`src/rtl/pwm_pkg.sv`:
```
`default_nettype none
// +----------------------------------------------------------------------+
// | Module   : pwm_pkg                                                    |
// | Brief    : Shared PWM types and helpers (sequencer state, index size) |
// | Revision : 1.0                                                       |
// +----------------------------------------------------------------------+
package pwm_pkg;

   typedef enum logic [1:0] {
      ST_IDLE  = 2'd0,
      ST_RUN   = 2'd1,
      ST_DRAIN = 2'd2
   } pwm_state_t;

   // Channel-select width, never narrower than one bit so a single channel still has a port.
   function automatic int ch_idx_w(input int n);
      return (n > 1) ? $clog2(n) : 1;
   endfunction

endpackage
`default_nettype wire

```
`src/rtl/pwm_prescaler.sv`:
```
`default_nettype none
// +----------------------------------------------------------------------+
// | Module   : pwm_prescaler                                              |
// | Brief    : PRESCALE-cycle clock-enable generator for the PWM counter  |
// | Revision : 1.0                                                       |
// +----------------------------------------------------------------------+
module pwm_prescaler #(
   parameter int PRESCALE = 606
) (
   input  logic clk_in,
   input  logic rst,
   input  logic run,
   output logic tick
);

   localparam int c_pre_w = (PRESCALE > 1) ? $clog2(PRESCALE) : 1;
   localparam logic [c_pre_w-1:0] c_pre_max = c_pre_w'(PRESCALE - 1);

   logic [c_pre_w-1:0] r_pre_cnt;

   assign tick = run && (r_pre_cnt == c_pre_max);

   always_ff @(posedge clk_in or posedge rst) begin
      if (rst) begin
         r_pre_cnt <= '0;
      end else if (!run || tick) begin
         r_pre_cnt <= '0;
      end else begin
         r_pre_cnt <= r_pre_cnt + 1'b1;
      end
   end

endmodule
`default_nettype wire

```
`src/rtl/pwm_seq_ctrl.sv`:
```
`default_nettype none
// +----------------------------------------------------------------------+
// | Module   : pwm_seq_ctrl                                               |
// | Brief    : Multi-channel PWM sequencer with ramped duty updates       |
// | Revision : 1.0                                                       |
// +----------------------------------------------------------------------+
module pwm_seq_ctrl
   import pwm_pkg::*;
#(
   parameter int NUM_CH    = 4,
   parameter int CNT_W     = 10,
   parameter int PRESCALE  = 606,
   parameter int PERIOD    = 1000,
   parameter int RAMP_STEP = 8
) (
   input  logic                        clk_in,
   input  logic                        rst,
   input  logic                        enable,
   input  logic                        cfg_valid,
   output logic                        cfg_ready,
   input  logic [ch_idx_w(NUM_CH)-1:0] cfg_ch,
   input  logic [CNT_W-1:0]            cfg_duty,
   output logic [NUM_CH-1:0]           pwm_out,
   output logic                        period_tick,
   output logic                        busy
);

   localparam int               c_ch_w   = ch_idx_w(NUM_CH);
   localparam logic [CNT_W-1:0] c_period = CNT_W'(PERIOD);
   localparam logic [CNT_W-1:0] c_last   = CNT_W'(PERIOD - 1);
   localparam logic [CNT_W-1:0] c_step   = CNT_W'(RAMP_STEP);

   pwm_state_t         r_state;
   pwm_state_t         w_state_nxt;
   logic               w_run;
   logic               w_tick;
   logic               w_wrap;
   logic               w_cfg_fire;
   logic [CNT_W-1:0]   w_duty_clamped;
   logic [CNT_W-1:0]   r_per_cnt;
   logic [NUM_CH-1:0]  w_pwm_nxt;
   logic [NUM_CH-1:0]  r_pwm;

   assign w_run          = (r_state != ST_IDLE);
   assign w_wrap         = w_tick && (r_per_cnt == c_last);
   assign w_cfg_fire     = cfg_valid && cfg_ready;
   assign w_duty_clamped = (cfg_duty > c_period) ? c_period : cfg_duty;

   assign cfg_ready   = (r_state != ST_DRAIN);
   assign busy        = w_run;
   assign period_tick = w_wrap;
   assign pwm_out     = r_pwm;

   pwm_prescaler #(
      .PRESCALE (PRESCALE)
   ) u_prescaler (
      .clk_in (clk_in),
      .rst    (rst),
      .run    (w_run),
      .tick   (w_tick)
   );

   always_ff @(posedge clk_in or posedge rst) begin
      if (rst) begin
         r_state <= ST_IDLE;
      end else begin
         r_state <= w_state_nxt;
      end
   end

   // DRAIN lets the current period finish so no channel sees a truncated pulse.
   always_comb begin
      w_state_nxt = r_state;
      case (r_state)
         ST_IDLE:  if (enable) w_state_nxt = ST_RUN;
         ST_RUN:   if (!enable) w_state_nxt = ST_DRAIN;
         ST_DRAIN: begin
            if (enable) begin
               w_state_nxt = ST_RUN;
            end else if (w_wrap) begin
               w_state_nxt = ST_IDLE;
            end
         end
         default:  w_state_nxt = ST_IDLE;
      endcase
   end

   always_ff @(posedge clk_in or posedge rst) begin
      if (rst) begin
         r_per_cnt <= '0;
      end else if (!w_run) begin
         r_per_cnt <= '0;
      end else if (w_tick) begin
         r_per_cnt <= (r_per_cnt == c_last) ? '0 : r_per_cnt + 1'b1;
      end
   end

   always_ff @(posedge clk_in or posedge rst) begin
      if (rst) begin
         r_pwm <= '0;
      end else begin
         r_pwm <= w_pwm_nxt;
      end
   end

   for (genvar i = 0; i < NUM_CH; i++) begin : g_ch
      logic [CNT_W-1:0] r_target;
      logic [CNT_W-1:0] r_active;
      logic             w_wr_hit;
      logic             w_up;
      logic [CNT_W-1:0] w_diff;

      // Out-of-range channel indices match no instance, so those writes are dropped.
      assign w_wr_hit = w_cfg_fire && (cfg_ch == c_ch_w'(i));
      assign w_up     = (r_target >= r_active);
      assign w_diff   = w_up ? (r_target - r_active) : (r_active - r_target);

      assign w_pwm_nxt[i] = w_run && (r_per_cnt < r_active);

      always_ff @(posedge clk_in or posedge rst) begin
         if (rst) begin
            r_target <= '0;
         end else if (w_wr_hit) begin
            r_target <= w_duty_clamped;
         end
      end

      // Ramp reads r_target before a same-cycle write lands, so the new target waits a period.
      always_ff @(posedge clk_in or posedge rst) begin
         if (rst) begin
            r_active <= '0;
         end else if (r_state == ST_IDLE) begin
            r_active <= r_target;
         end else if ((r_state == ST_RUN) && w_wrap) begin
            if (w_diff <= c_step) begin
               r_active <= r_target;
            end else if (w_up) begin
               r_active <= r_active + c_step;
            end else begin
               r_active <= r_active - c_step;
            end
         end
      end
   end

endmodule
`default_nettype wire

```
`config.mk`:
```
export PLATFORM = sky130hd
export DESIGN_NAME = pwm_seq_ctrl
export DESIGN_NICKNAME = d
export VERILOG_FILES = /design/src/rtl/pwm_pkg.sv /design/src/rtl/pwm_prescaler.sv /design/src/rtl/pwm_seq_ctrl.sv
export SDC_FILE = /design/constraint.sdc
export NUM_CORES = 1
export LEC_CHECK = 0
export ABC_AREA = 1
export BUFFER_PORTS_ARGS = -buffer_cell sky130_fd_sc_hd__buf_2
export CAP_MARGIN = 15
export CORE_MARGIN = 1.5
export CORE_UTILIZATION = 64
export DETAILED_ROUTE_END_ITERATION = 10
export PLACE_DENSITY = 0.88
export SYNTH_ARGS = -nofsm -noshare
export SYNTH_HDL_FRONTEND = slang
export SYNTH_SLANG_ARGS = --single-unit
```
`constraint.sdc`:
```
create_clock -name clk_in -period 3.08 [get_ports clk_in]
set_clock_uncertainty 0.05 [all_clocks]
set_input_delay 0 -clock clk_in [delete_from_list [all_inputs] [get_ports clk_in]]
set_output_delay 0 -clock clk_in [all_outputs]
set_load 0.05 [all_outputs]
```
==> results_dict.tcl <==
set metrics [dict create \
    fin_ws_ps 141.7 \
    area_growth_syn_to_layout_pct 10.48 \
    synth_fa_ha_area_share_pct 16.43 \
    reg2reg_slack_ps 140 \
    r2r-end "g_ch[0].r_active[9]$_DFFE_PP0P_" \
    num_rows 47 \
    tightest_slew_ps 775.1 \
    drtIter0Drc 1183 \
    n_antenna_cell 0 \
    max_freq_mhz 340.3 \
    via_count 11130 \
    core_area_um2 16520 \
    h-tree-depth 3 \
    rsz0062_at_grt "true" \
    post_synth.cell_area_avg_um2 6.606 \
    critPathRequiredTime_ps 3290 \
    drv_slew 0 \
    yosys.area_share.simple_pct 36.90 \
    holdPathEnd "g_ch[1].r_target[2]$_DFFE_PP0P_" \
    grt_util_all_layers_pct 34.12 \
    wl_per_cell_um 15.90 \
    gp_congestion 0.9583 \
    syn-instance-count 1630 \
    reg2regPathDepth 17 \
    clock_path_buffers 2 \
    place_ws_ps 56.87 \
    ios 23 \
    gr-total-overflow 0 \
    clkTransAtPathRegs_ps 80 \
    drive_gt1_share_pct 10.14 \
    synth_nets 1785 \
    crit-reg2reg-launch "g_ch[0].r_target[6]$_DFFE_PP0P_" \
    fillers 1351 \
    finalNetCount 1837 \
    drt_wl_total_um 30320 \
    status "completed" \
    root_buffer "clkbuf_16" \
    power.leakage_nw 6.444 \
    power_density_nw_per_um2 1086 \
    drv_cap 0 \
    hold_start "cfg_duty[2]" \
    synth_top_family_by_area "simple AND/OR/NAND/NOR gates" \
    fin_area_um2 11900 \
    hold_depth 3 \
    worstPathArrival_ps 3150 \
    synth_edf_count 0 \
    cts_tree "yes" \
    initial_core_util_pct 65.16 \
    die_area_um2 17610 \
    synth-async-reset-ratio_pct 100.0 \
    crit_path_end_kind "register" \
    synth_xor_xnor_area_share_pct 2.022 \
    grt_antenna_before_repair 0 \
    grt_pass1_wl_um 48690 \
    clk-insertion-delay-late_ps 370 \
    yosysUniqueCellTypes 40 \
    post_dp_cell_area_um2 11280 \
    cp_max_fo 7 \
    via_per_inst 5.838 \
    hp-class "input port to register" \
    hold_violations 0 \
    cts_buffers 9 \
    port_buffers 22 \
    grt_max_degree 61 \
    die_w_um 132.7 \
    finalSetupViolations 0 \
    utilization_pct 71.99 \
    grt_pass1_vias 10460 \
    fp.dieH_um 132.7 \
    cts_sinks 106 \
    synth.ff_latch_count 106 \
    synth_area_um2 10770 \
    period_share_pct 95.40 \
    ys_warn_count 0 \
    drc_errors 0 \
    critPathKind "register to register" \
    final_antenna_net_count 0 \
    first_pass_iters 6 \
    dpl.hpwl_um 22860 \
    ir_drop_v 0.0006924 \
    synth.area.mux_share_pct 0 \
    startpoint_type "register" \
    synth_top_flop_cell "dfrtp_1" \
    synth_compound_area_share_pct 10.11 \
    slew_headroom_pct 48.33 \
    yosysSeqAreaShare_pct 24.63 \
    fin_crit_ps 2938 \
]
## per-stage QoR
stage,hold WS [ps],total power (W),setup TNS (ps),cells
2_1_floorplan,66.64,0.009016,0,1630
3_3_place_gp,124.2,0.01076,0,1880
3_5_place_dp,135.1,0.01101,0,1880
4_1_cts,5.693,0.01220,0,1903
5_1_grt,31.01,0.01417,-114.7,1907
6_report,21.34,0.01292,0,1907
## cells in the mapped netlist (7+ instances only)
master | n | area (µm²)
a21oi_1 | 81 | 405.4
buf_2 | 9 | 45.04
clkbuf_1 | 8 | 30.03
dfrtp_1 | 106 | 2653
ha_1 | 135 | 1689
inv_1 | 253 | 949.7
nand2_1 | 541 | 2031
nand2_2 | 12 | 75.07
nand3_1 | 147 | 735.7
nand3_2 | 9 | 90.09
nand3_4 | 7 | 122.6
nand4_1 | 46 | 287.8
nor2_1 | 82 | 307.8
nor2_2 | 15 | 93.84
nor3_1 | 15 | 75.07
o21ai_0 | 60 | 300.3
o21ai_1 | 7 | 35.03
xor2_1 | 18 | 157.7
## placed cells by master (no fill, tap or decap), types with 5 or more instances in the layout
cell / instances
xnor2_1: 5
nand4_1: 46
o21ai_0: 57
ha_4: 14
o211ai_1: 5
o21ai_1: 8
xor2_1: 18
nand3_1: 147
nand3_4: 8
nand2_1: 540
inv_1: 248
ha_2: 6
ha_1: 115
nand2_2: 13
o2111ai_1: 6
nor3_1: 15
buf_4: 32
clkbuf_16: 9
nor2_2: 17
nor2_1: 80
dfrtp_1: 104
dlygate4sd3_1: 7
o21ai_2: 8
buf_2: 22
nand3_2: 8
inv_2: 5
nand2_4: 6
a21boi_0: 6
o21a_1: 6
a21oi_1: 77
## what timing repair did
item,4_1_cts,5_1_grt
hold buffers,7,0
hold endpoints to repair,79,0
setup buffers,0,4
resized for setup,0,50
setup endpoints to repair,0,13
## cell type report
class	instances	area, µm²	share of cell area [%]
Clock buffer	9	225.2	1.893
Clock inverter	7	53.80	0.4523
Inverter	258	982.2	8.256
Multi-Input combinational cell	1246	7284	61.23
Sequential cell	106	2655	22.32
Tap cell	220	275.3	2.314
Timing Repair Buffer	61	420.4	3.534
## layer usage
layer / GRT usage, % / part of all wire, % / routed length (µm) / vias to the layer above
li1: - / - / - / 5370
met1: 44.48 / 42 / 12660 / 5075
met2: 57.65 / 47 / 14160 / 564
met3: 5.057 / 7.9 / 2392 / 125
met4: 12.76 / 3.6 / 1102 / 0
met5: 0 / 0 / 0 / -
## worst max-delay path by stage
stage                                    startpoint                              end  slack (ps)
finish              g_ch[0].r_target[6]$_DFFE_PP0P_  g_ch[0].r_active[9]$_DFFE_PP0P_         140
global placement    g_ch[2].r_active[3]$_DFFE_PP0P_  g_ch[2].r_active[9]$_DFFE_PP0P_         180
floorplan                                       rst  g_ch[0].r_active[0]$_DFFE_PP0P_         240
detailed placement  g_ch[1].r_target[3]$_DFFE_PP0P_  g_ch[1].r_active[9]$_DFFE_PP0P_          60
global route        g_ch[1].r_target[2]$_DFFE_PP0P_  g_ch[1].r_active[9]$_DFFE_PP0P_         -80
CTS                 g_ch[3].r_active[5]$_DFFE_PP0P_  g_ch[3].r_active[9]$_DFFE_PP0P_          20
## flip-flops by register name (all words and copies together) (netlist names)
signal,count
g_ch.r_active,40
g_ch.r_target,40
pwm_out,4
r_per_cnt,10
u_prescaler.r_pre_cnt,10
r_state,2
## power by group
part	total [W]	leakage, nW	switching, W	internal, W
Sequential	0.00219	1.34	0.000434	0.00176
Combinational	0.00959	4.97	0.00595	0.00364
Clock	0.00114	0.134	0.000585	0.000557
## critical path, cell delays in order, from the launching register on
cell and delay, ps:
dfrtp_1 360, inv_1 80, ha_1 390, nand2_1 150
nor2_2 150, nand4_1 160, nand3_4 180, inv_4 70
ha_1 360, a21oi_2 180, o21ai_2 80, nand2_1 70
nand2_1 50, a21oi_1 140, nand3b_1 130, nand2_1 60
nand4_1 80, nand3_1 60
## logic make-up (layout without fill, tap and decap cells)
| logic type | count (synthesis) | in the layout |
|---|---|---|
| buf+inv | 278 | 335 |
| fa+ha+maj | 139 | 139 |
| simple gates | 891 | 891 |
| compound gates | 192 | 192 |
| xor+xnor | 24 | 24 |
| flops | 106 | 106 |
Power figures use the tool's default switching activity.
